File: src/rtl/sisc_pkg.sv
// Shared definitions for the SISC multi-cycle control sequencer:
// opcodes, FSM state encoding, ALU operation codes, status bit indices
// and the bundle of control strobes driven towards the datapath.
package sisc_pkg;

  // Instruction opcodes, IR[31:28]
  localparam logic [3:0] OP_NOP   = 4'b0000;
  localparam logic [3:0] OP_ALU_R = 4'b0001;
  localparam logic [3:0] OP_ALU_I = 4'b0010;
  localparam logic [3:0] OP_LOD   = 4'b0011;
  localparam logic [3:0] OP_STR   = 4'b0100;
  localparam logic [3:0] OP_BRA   = 4'b0101;
  localparam logic [3:0] OP_BRR   = 4'b0110;
  localparam logic [3:0] OP_HLT   = 4'b1111;

  // Sequencer states (3-bit encoding)
  localparam logic [2:0] ST_RST     = 3'd0;
  localparam logic [2:0] ST_FETCH   = 3'd1;
  localparam logic [2:0] ST_DECODE  = 3'd2;
  localparam logic [2:0] ST_EXECUTE = 3'd3;
  localparam logic [2:0] ST_MEM     = 3'd4;
  localparam logic [2:0] ST_WB      = 3'd5;
  localparam logic [2:0] ST_HALT    = 3'd6;

  // ALU operand / operation selection
  localparam logic [1:0] ALU_RR    = 2'b00;  // register-register
  localparam logic [1:0] ALU_RI    = 2'b01;  // register-immediate
  localparam logic [1:0] ALU_ADDR  = 2'b10;  // address calculation
  localparam logic [1:0] ALU_PCREL = 2'b11;  // PC-relative target

  // Status register bit positions, stat = {C,V,N,Z}
  localparam int STAT_C = 3;
  localparam int STAT_V = 2;
  localparam int STAT_N = 1;
  localparam int STAT_Z = 0;

  // All combinational control outputs of the sequencer
  typedef struct packed {
    logic       pc_write;
    logic       pc_sel;
    logic       ir_load;
    logic       im_re;
    logic       dm_re;
    logic       dm_we;
    logic       rf_we;
    logic       rb_sel;
    logic [1:0] alu_op;
    logic       stat_en;
    logic       wb_sel;
    logic       halted;
  } sisc_ctrl_t;

  // ALU operation for the EXECUTE cycle of a given opcode
  function automatic logic [1:0] alu_op_for(input logic [3:0] op);
    logic [1:0] r;
    r = ALU_RR;
    case (op)
      OP_ALU_R: r = ALU_RR;
      OP_ALU_I: r = ALU_RI;
      OP_LOD:   r = ALU_ADDR;
      OP_STR:   r = ALU_ADDR;
      OP_BRA:   r = ALU_PCREL;
      OP_BRR:   r = ALU_ADDR;
      default:  r = ALU_RR;
    endcase
    return r;
  endfunction

  function automatic logic is_alu(input logic [3:0] op);
    return (op == OP_ALU_R) || (op == OP_ALU_I);
  endfunction

  function automatic logic is_branch(input logic [3:0] op);
    return (op == OP_BRA) || (op == OP_BRR);
  endfunction

  function automatic logic is_mem(input logic [3:0] op);
    return (op == OP_LOD) || (op == OP_STR);
  endfunction

endpackage

File: src/rtl/sisc_br_eval.sv
// Branch condition evaluation: a zero mask means "always", otherwise the
// branch is taken when any status flag selected by the mask is set.
module sisc_br_eval
  import sisc_pkg::*;
(
  input  logic [3:0] i_mm,
  input  logic [3:0] i_stat,
  output logic       o_taken
);

  logic w_always;
  logic w_flag_hit;

  assign w_always   = (i_mm == 4'b0000);
  assign w_flag_hit = (i_mm[STAT_C] & i_stat[STAT_C]) |
                      (i_mm[STAT_V] & i_stat[STAT_V]) |
                      (i_mm[STAT_N] & i_stat[STAT_N]) |
                      (i_mm[STAT_Z] & i_stat[STAT_Z]);

  // Combine the unconditional case with the flag match
  always_comb begin
    o_taken = w_always | w_flag_hit;
  end

endmodule

File: src/rtl/sisc_sequencer.sv
// Multi-cycle FETCH/DECODE/EXECUTE/MEM/WB control sequencer for the SISC
// datapath, with a wait watchdog that halts with a sticky fault flag when a
// memory never answers.
//
// Memory handshake: a request strobe (im_re, dm_re or dm_we) is held high
// for as long as the sequencer sits in FETCH or MEM; the transfer completes
// in the cycle the matching ready (im_rdy or dm_rdy) is sampled high, and
// the sequencer leaves the state on that same clock edge. Ready is ignored
// while no request is outstanding.
module sisc_sequencer
  import sisc_pkg::*;
#(
  parameter int WAIT_MAX = 15,
  parameter int CNT_W    = 16
) (
  input  logic             clk,
  input  logic             rst_f,
  input  logic [3:0]       opcode,
  input  logic [3:0]       mm,
  input  logic [3:0]       stat,
  input  logic             im_rdy,
  input  logic             dm_rdy,
  output logic             pc_write,
  output logic             pc_sel,
  output logic             ir_load,
  output logic             im_re,
  output logic             dm_re,
  output logic             dm_we,
  output logic             rf_we,
  output logic             rb_sel,
  output logic [1:0]       alu_op,
  output logic             stat_en,
  output logic             wb_sel,
  output logic             halted,
  output logic             fault,
  output logic [CNT_W-1:0] retired
);

  localparam int WW = (WAIT_MAX < 2) ? 1 : $clog2(WAIT_MAX + 1);

  logic [2:0]       r_state;
  logic [WW-1:0]    r_wait;
  logic             r_fault;
  logic [CNT_W-1:0] r_retired;

  logic [2:0]       w_next;
  logic             w_retire;
  logic             w_wd_trip;
  logic             w_wd_limit;
  logic             w_taken;
  logic             w_wait_clr;
  logic             w_wait_inc;
  sisc_ctrl_t       w_ctrl;

  sisc_br_eval u_br_eval (
    .i_mm    (mm),
    .i_stat  (stat),
    .o_taken (w_taken)
  );

  // This waiting cycle is the last one the watchdog tolerates
  assign w_wd_limit = (r_wait == WW'(WAIT_MAX - 1));

  // Next state, retirement and watchdog trip decisions
  always_comb begin
    w_next    = r_state;
    w_retire  = 1'b0;
    w_wd_trip = 1'b0;
    case (r_state)
      ST_RST: w_next = ST_FETCH;
      ST_FETCH: begin
        if (im_rdy) begin
          w_next = ST_DECODE;
        end else if (w_wd_limit) begin
          w_next    = ST_HALT;
          w_wd_trip = 1'b1;
        end
      end
      ST_DECODE: begin
        if (opcode == OP_HLT) begin
          w_next   = ST_HALT;
          w_retire = 1'b1;
        end else begin
          w_next = ST_EXECUTE;
        end
      end
      ST_EXECUTE: begin
        if (is_alu(opcode)) begin
          w_next = ST_WB;
        end else if (is_mem(opcode)) begin
          w_next = ST_MEM;
        end else begin
          w_next   = ST_FETCH;
          w_retire = 1'b1;
        end
      end
      ST_MEM: begin
        if (dm_rdy) begin
          if (opcode == OP_LOD) begin
            w_next = ST_WB;
          end else begin
            w_next   = ST_FETCH;
            w_retire = 1'b1;
          end
        end else if (w_wd_limit) begin
          w_next    = ST_HALT;
          w_wd_trip = 1'b1;
        end
      end
      ST_WB: begin
        w_next   = ST_FETCH;
        w_retire = 1'b1;
      end
      ST_HALT: w_next = ST_HALT;
      default: w_next = ST_RST;
    endcase
  end

  // Control strobes: Moore on state, Mealy on the ready inputs
  always_comb begin
    w_ctrl = '0;
    case (r_state)
      ST_FETCH: begin
        w_ctrl.im_re = 1'b1;
        if (im_rdy) begin
          w_ctrl.ir_load  = 1'b1;
          w_ctrl.pc_write = 1'b1;
        end
      end
      ST_DECODE: begin
        w_ctrl.rb_sel = (opcode == OP_STR);
      end
      ST_EXECUTE: begin
        w_ctrl.alu_op  = alu_op_for(opcode);
        w_ctrl.stat_en = is_alu(opcode);
        if (is_branch(opcode) && w_taken) begin
          w_ctrl.pc_write = 1'b1;
          w_ctrl.pc_sel   = 1'b1;
        end
      end
      ST_MEM: begin
        if (opcode == OP_LOD) begin
          w_ctrl.dm_re = 1'b1;
        end else begin
          w_ctrl.dm_we  = 1'b1;
          w_ctrl.rb_sel = 1'b1;
        end
      end
      ST_WB: begin
        w_ctrl.rf_we  = 1'b1;
        w_ctrl.wb_sel = (opcode == OP_LOD);
      end
      ST_HALT: begin
        w_ctrl.halted = 1'b1;
      end
      default: w_ctrl = '0;
    endcase
  end

  // The wait counter restarts whenever a memory wait state is entered
  assign w_wait_clr = ((w_next == ST_FETCH) && (r_state != ST_FETCH)) ||
                      ((w_next == ST_MEM)   && (r_state != ST_MEM));
  assign w_wait_inc = ((r_state == ST_FETCH) && !im_rdy) ||
                      ((r_state == ST_MEM)   && !dm_rdy);

  // FSM state register
  always_ff @(posedge clk or posedge rst_f) begin
    if (rst_f) begin
      r_state <= ST_RST;
    end else begin
      r_state <= w_next;
    end
  end

  // Watchdog wait counter
  always_ff @(posedge clk or posedge rst_f) begin
    if (rst_f) begin
      r_wait <= '0;
    end else if (w_wait_clr) begin
      r_wait <= '0;
    end else if (w_wait_inc && !w_wd_trip) begin
      r_wait <= r_wait + WW'(1);
    end
  end

  // Sticky watchdog fault flag
  always_ff @(posedge clk or posedge rst_f) begin
    if (rst_f) begin
      r_fault <= 1'b0;
    end else if (w_wd_trip) begin
      r_fault <= 1'b1;
    end
  end

  // Retired-instruction counter, wraps naturally
  always_ff @(posedge clk or posedge rst_f) begin
    if (rst_f) begin
      r_retired <= '0;
    end else if (w_retire) begin
      r_retired <= r_retired + CNT_W'(1);
    end
  end

  assign pc_write = w_ctrl.pc_write;
  assign pc_sel   = w_ctrl.pc_sel;
  assign ir_load  = w_ctrl.ir_load;
  assign im_re    = w_ctrl.im_re;
  assign dm_re    = w_ctrl.dm_re;
  assign dm_we    = w_ctrl.dm_we;
  assign rf_we    = w_ctrl.rf_we;
  assign rb_sel   = w_ctrl.rb_sel;
  assign alu_op   = w_ctrl.alu_op;
  assign stat_en  = w_ctrl.stat_en;
  assign wb_sel   = w_ctrl.wb_sel;
  assign halted   = w_ctrl.halted;
  assign fault    = r_fault;
  assign retired  = r_retired;

endmodule

File: config.mk
export PLATFORM = sky130hd
export DESIGN_NAME = sisc_sequencer
export DESIGN_NICKNAME = d
export VERILOG_FILES = /design/src/rtl/sisc_pkg.sv /design/src/rtl/sisc_br_eval.sv /design/src/rtl/sisc_sequencer.sv
export SDC_FILE = /design/constraint.sdc
export NUM_CORES = 1
export LEC_CHECK = 0
export ABC_CLOCK_PERIOD_IN_PS = 2100
export CAP_MARGIN = 10
export CORE_MARGIN = 4
export CORE_UTILIZATION = 47
export CTS_CLUSTER_DIAMETER = 50
export DETAILED_ROUTE_END_ITERATION = 16
export GPL_TIMING_DRIVEN = 0
export PLACE_DENSITY_LB_ADDON = 0.2
export SLEW_MARGIN = 5
export SYNTH_ARGS = -nofsm -noshare
export SYNTH_HDL_FRONTEND = slang
export SYNTH_HIERARCHICAL = 1
export SYNTH_SLANG_ARGS = --single-unit
File: constraint.sdc
create_clock -name clk -period 2.1 [get_ports clk]
set_input_delay 0.42 -clock clk [delete_from_list [all_inputs] [get_ports clk]]
set_output_delay 0.42 -clock clk [all_outputs]
set_load 0.01 [all_outputs]
* After elaboration in Yosys (flattened, before gate mapping)
Cells that the tools add are included.
Cells by class: equality and inequality tests 18, shifts and indexed selects 0, multiplexer cells 33, multipliers 0, magnitude comparators 0, bitwise logic cells 8, $add $sub $neg 2, reduce and logical (&&, ||, !) cells 19, div/mod/pow operators 0
Operator list (count):
- 3-bit two-way mux | 8
- 3-bit case mux with 6 select lines | 1
- 16-bit by 1-bit adder with 16-bit output, second input constant | 1
- 1-bit two-way mux | 14
- 3-bit equality test, second input constant | 4
- 4-bit by 3-bit equality test with 1-bit output, second input constant | 3
- 4-bit by 2-bit equality test with 1-bit output, second input constant | 2
- 4-bit equality test, second input constant | 2
- 4-bit two-way mux | 2
- 3-bit by 1-bit equality test with 1-bit output, second input constant | 2
- 3-bit by 2-bit equality test with 1-bit output, second input constant | 2
- 1-bit logical AND | 6
- 2-bit two-way mux | 3
- 1-bit case mux with 2 select lines | 3
- 2-bit case mux with 3 select lines | 1
- 1-bit logical OR | 5
- 4-bit by 1-bit adder with 4-bit output, second input constant | 1
- 1-bit bitwise AND | 4
- 4-bit by 1-bit equality test with 1-bit output, second input constant | 1
- 4-bit logical NOT | 1
- 1-bit bitwise OR | 4
- 1-bit case mux with 4 select lines | 1
- 1-bit logical NOT | 3
- 3-bit logical NOT | 1
- other kinds (5) | 5
Word-level totals: bits in read-only memories 0, register bits after elaboration 24, latch bits 0, memory bits (writable) 0, input port bits 16, output and inout port bits 30, memories 0

* Logic depth before layout (Yosys ltp)
depth after elaboration 9, depth in mapped cells 7

* Cells and area by module
The synthesis kept the hierarchy.
By module, submodules not included:
- sisc_sequencer | times used 1, cells each 157, area each 1485.2 um2
- sisc_br_eval | times used 1, cells each 4, area each 27.5 um2

* Worst setup path after synthesis
Ideal clock, no wire load.
path type input to output, from input mm[1], to output pc_write, arrival time 1564 ps, path slack 116 ps, required time 1680 ps, cell stages on the path 5, cells stage by stage or4_1 -> nand3_1 -> nand2_1 -> nor3_1 -> or2_2
On the way: cells in the longest elaborated chain, start to end 7, elaborated cells on any way between the ends 8, those cells by class 2 x mux; 4 x bitwise; 2 x reduce/logical
Ends and longest elaborated chain:
- start: declaration | RTL line sisc_sequencer.sv:19 | input logic [3:0] mm,
- 1-bit bitwise AND | RTL line sisc_br_eval.sv:17 | (i_mm[STAT_N] & i_stat[STAT_N]) |
- 1-bit bitwise OR | RTL line sisc_br_eval.sv:16 | (i_mm[STAT_V] & i_stat[STAT_V]) |
- 1-bit bitwise OR | RTL line sisc_br_eval.sv:17
- 1-bit bitwise OR (*) | RTL line sisc_br_eval.sv:22 | o_taken = w_always | w_flag_hit;
- net w_taken | RTL line sisc_sequencer.sv:50 | logic w_taken;
- 1-bit logical AND (*) | RTL line sisc_sequencer.sv:136 | if (is_branch(opcode) && w_taken) begin
- 2-bit two-way mux (*) | RTL line sisc_sequencer.sv:136
- 1-bit case mux with 2 select lines (*) | RTL line sisc_sequencer.sv:122 | case (r_state)
- end: declaration | RTL line sisc_sequencer.sv:23 | output logic pc_write,
The timed path passes the listed nets; every way through them passes the cells marked *.

* Worst setup path in the final report
from input opcode[3], to output dm_we
On the way: cells in the longest elaborated chain, start to end 3
Ends and longest elaborated chain:
- start: declaration | RTL line sisc_sequencer.sv:18 | input logic [3:0] opcode,
- 4-bit by 2-bit equality test with 1-bit output | RTL line sisc_sequencer.sv:142 | if (opcode == OP_LOD) begin
- 1-bit two-way mux | RTL line sisc_sequencer.sv:142
- 2-bit two-way mux | RTL line sisc_sequencer.sv:122
- end: declaration | RTL line sisc_sequencer.sv:28 | output logic dm_we,
Every way passes these cells.

==> flow_summary.json <==
{
  "worst_setup_hold_path_clk_slew_ns": 0.12,
  "ys_seq_elements": 24,
  "leakage_uw": 0.0009960,
  "dp.final_hpwl_um": 2835,
  "dieArea_um2": 4190,
  "post-route-drc-count": 0,
  "synth_top_cells_by_area": "sky130_fd_sc_hd__dfrtp_1 40%, sky130_fd_sc_hd__xnor2_1 10%, sky130_fd_sc_hd__nor2_1 4.0%",
  "yosys.cell_types.count": 43,
  "end_kind": "primary output",
  "main_flop_type_after_synthesis": "sky130_fd_sc_hd__dfrtp_1",
  "power.share.sequential": 0.338,
  "synth.net_count": 180,
  "clockBufferDepth": 2,
  "post-route-period-util": 0.9977,
  "synth_top_cells_by_count": "24 x sky130_fd_sc_hd__dfrtp_1, 18 x sky130_fd_sc_hd__xnor2_1, 16 x sky130_fd_sc_hd__nor2_1, 13 x sky130_fd_sc_hd__nand2_1",
  "worst_ep_arrival_time_ns": 1.68,
  "antennaDiodeCount": 0,
  "synth.yosys.seq_area_share": 0.3970,
  "final_critical_path_required_period_ns": 2.095,
  "total_switching_power_uw": 757.4,
  "initial_utilization": 0.4915,
  "synth_edf_count": 0,
  "synth_largest_area_cell": "sky130_fd_sc_hd__dfrtp_1",
  "post_cts_hold_buffer_count": 0,
  "num_rows": 20,
  "grt_max_degree": 25,
  "achievable-frequency_ghz": 0.4773,
  "cts-htree-levels": 1,
  "first_iter_violations": 91,
  "switching_share": 0.3903,
  "drt_wl_total_um": 3923,
  "grt_first_pass_wirelength_um": 6486,
  "layout.filler_cells": 248,
  "vias": 1422,
  "whs_path_depth": 1,
  "worst-path-max-fanout": 8,
  "p_int_uw": 1183,
  "final_design_area_no_fill_um2": 2200,
  "synth_top_area_share": 0.3970,
  "dp.cells": 250,
  "synthMostInstantiatedCell": "sky130_fd_sc_hd__dfrtp_1",
  "depth_of_the_worst_register_to_register_path": 7,
  "run_status": "completed",
  "cellPowerDensity_nw_per_um2": 882.3,
  "worst-slew-pin-transition_ns": 0.8780,
  "num-nets-final": 237,
  "ys_warn_count": 6,
  "grt_antenna_before_repair": 0,
  "drt-pass1-iter-count": 4,
  "worstSetupStartpointType": "input pin",
  "avgRoutedWirePerCell_um": 15.03,
  "power.combinational.fraction": 0.543,
  "area_growth_synth_to_finish_pct": 45.41,
  "synth.avg_cell_area_um2": 9.396,
  "final_cells": 261,
  "vdd_drop_max_mv": 0.5760,
  "cts_buffers": 3,
  "netlist_instances": 161,
  "io_buffer_count": 45,
  "number_of_global_route_vias_before_repair": 1511,
  "cts.root.buffer_cell": "sky130_fd_sc_hd__clkbuf_4",
  "hold_violations": 0,
  "required_time_worst_endpoint_ns": 1.68,
  "timing.hold.worst.class": "flip-flop to flip-flop",
  "criticalPathCategory": "input pin to primary output",
  "globalRouteTotalUtil": 0.1911,
  "drt.antenna.violating_nets": 0,
  "max-slew-margin-rel": 0.4141,
  "finalClockSkew_ns": 0.001113,
  "die-height_um": 64.73,
  "drv_cap": 0,
  "io_pins": 46,
  "area_of_the_mapped_netlist_um2": 1513,
  "report.final.slew_viol_count": 0,
  "globalplace.congestion": 0.7862,
  "synth_async_sr_flop_share": 1.000,
  "floorplan.core_area_um2": 3078,
  "placed_area_um2": 2018,
  "cts_sinks": 24,
  "routed_via_density": 5.448,
  "layout-drive-gt1-share": 0.2442,
  "final_setup_violating_endpoints": 0,
  "cts_tree": "built",
  "p_clk_frac": 0.119,
  "die_width_um": 64.73,
  "worst_skew_pair.late_latency_ns": 0.30,
  "rsz_0062_raised_after_global_routing": "true",
  "grt_overflow": 0
}
## through the flow
step	TNS [ns]	util	hold WS, ns	power [uW]	setup WS, ns
floorplan	0	-	0.4346	1213	0.1161
global placement	-6.603	0.6557	0.4418	1519	-0.7007
detailed placement	-7.831	0.6557	0.4568	1566	-0.6915
CTS	0	0.6837	0.4861	1844	0.007859
global route	-0.1186	0.7146	0.5154	2098	-0.04550
finish	0	0.7146	0.4864	1941	0.004928
## critical path, cell delays in order
cell and delay [ns]:
sky130_fd_sc_hd__clkdlybuf4s15_1 0.42, sky130_fd_sc_hd__and4bb_1 0.30, sky130_fd_sc_hd__nor3_1 0.23, sky130_fd_sc_hd__dlygate4sd2_1 0.30
## kinds of logic after synthesis
| logic type | after synthesis | share of synthesized area |
|---|---|---|
| and+or+nand+nor | 75 | 0.2746 |
| muxes | 1 | 0.007444 |
| DFF | 24 | 0.3970 |
| adders and majority gates | 3 | 0.02482 |
| xor gates and xnor gates | 19 | 0.1100 |
| AOI/OAI and AO/OA | 26 | 0.1456 |
| buffers and inverters | 13 | 0.04052 |
## worst paths after layout
path                       slack [ns]       from    endpoint
min                              0.49      fault       fault
max                             0.005  opcode[3]       dm_we
max in group asynchronous        0.91      rst_f  r_state[0]
min reg2reg                      0.49      fault       fault
max reg2reg                      0.24  r_wait[0]   r_wait[1]
min in group asynchronous        0.60      rst_f  retired[9]
## cells in the final DEF (no fill, tap or decap), types with 2 or more instances in the layout
cell                              instances
sky130_fd_sc_hd__dlygate4sd2_1           10
sky130_fd_sc_hd__buf_4                    9
sky130_fd_sc_hd__nor2b_1                  2
sky130_fd_sc_hd__nand3_1                  6
sky130_fd_sc_hd__nand2_1                 11
sky130_fd_sc_hd__buf_6                    4
sky130_fd_sc_hd__o21ai_1                  4
sky130_fd_sc_hd__ha_1                     3
sky130_fd_sc_hd__or2_2                    2
sky130_fd_sc_hd__and4_1                   2
sky130_fd_sc_hd__nand2_2                  2
sky130_fd_sc_hd__inv_1                    6
sky130_fd_sc_hd__buf_2                    4
sky130_fd_sc_hd__nor3_1                   6
sky130_fd_sc_hd__a22oi_2                  2
sky130_fd_sc_hd__clkbuf_2                 3
sky130_fd_sc_hd__nand4_1                  4
sky130_fd_sc_hd__nor3b_1                  3
sky130_fd_sc_hd__xnor2_1                 17
sky130_fd_sc_hd__nand2b_1                 3
sky130_fd_sc_hd__clkbuf_4                 5
sky130_fd_sc_hd__and3_1                   3
sky130_fd_sc_hd__clkdlybuf4s50_1         22
sky130_fd_sc_hd__nor2_1                  16
sky130_fd_sc_hd__dfrtp_1                 23
sky130_fd_sc_hd__dlymetal6s2s_1           3
sky130_fd_sc_hd__a21oi_1                  8
## final cells by class
class,instances,area [um2],share of cell area
multi-input cells,124,954.7,0.4340
repair buffers,53,473.0,0.2150
well taps,44,55.05,0.02503
inverters,6,22.52,0.01024
plain buffers,6,56.30,0.02560
clock buffers,4,36.28,0.01650
flip-flops and latches,24,601.8,0.2736
## power groups by stage
stage | logic (uW) | registers [uW] | clock network, uW
6_report | 1050 | 657 | 230
3_5_place_dp | 914 | 652 | 0
3_3_place_gp | 875 | 645 | 0
4_1_cts | 949 | 652 | 244
5_1_grt | 1150 | 673 | 277
2_1_floorplan | 550 | 662 | 0
## metal layers
layer / GRT usage / vias to the layer above / share of wire
li1: - / 680 / -
met1: 0.2066 / 684 / 0.38
met2: 0.3768 / 48 / 0.53
met3: 0.02773 / 10 / 0.056
met4: 0.05541 / 0 / 0.026
met5: 0 / - / 0
## what timing repair did
item	in CTS	in global routing
gates resized for setup	52	23
setup buffers	5	3
hold endpoints to repair	0	0
setup endpoints to repair	13	11
pin swaps	7	9
## registers in the layout (all words and copies together), names as in the netlist
signal,count
fault,1
r_state,3
r_wait,4
retired,16
(Power assumes the default switching activity.)
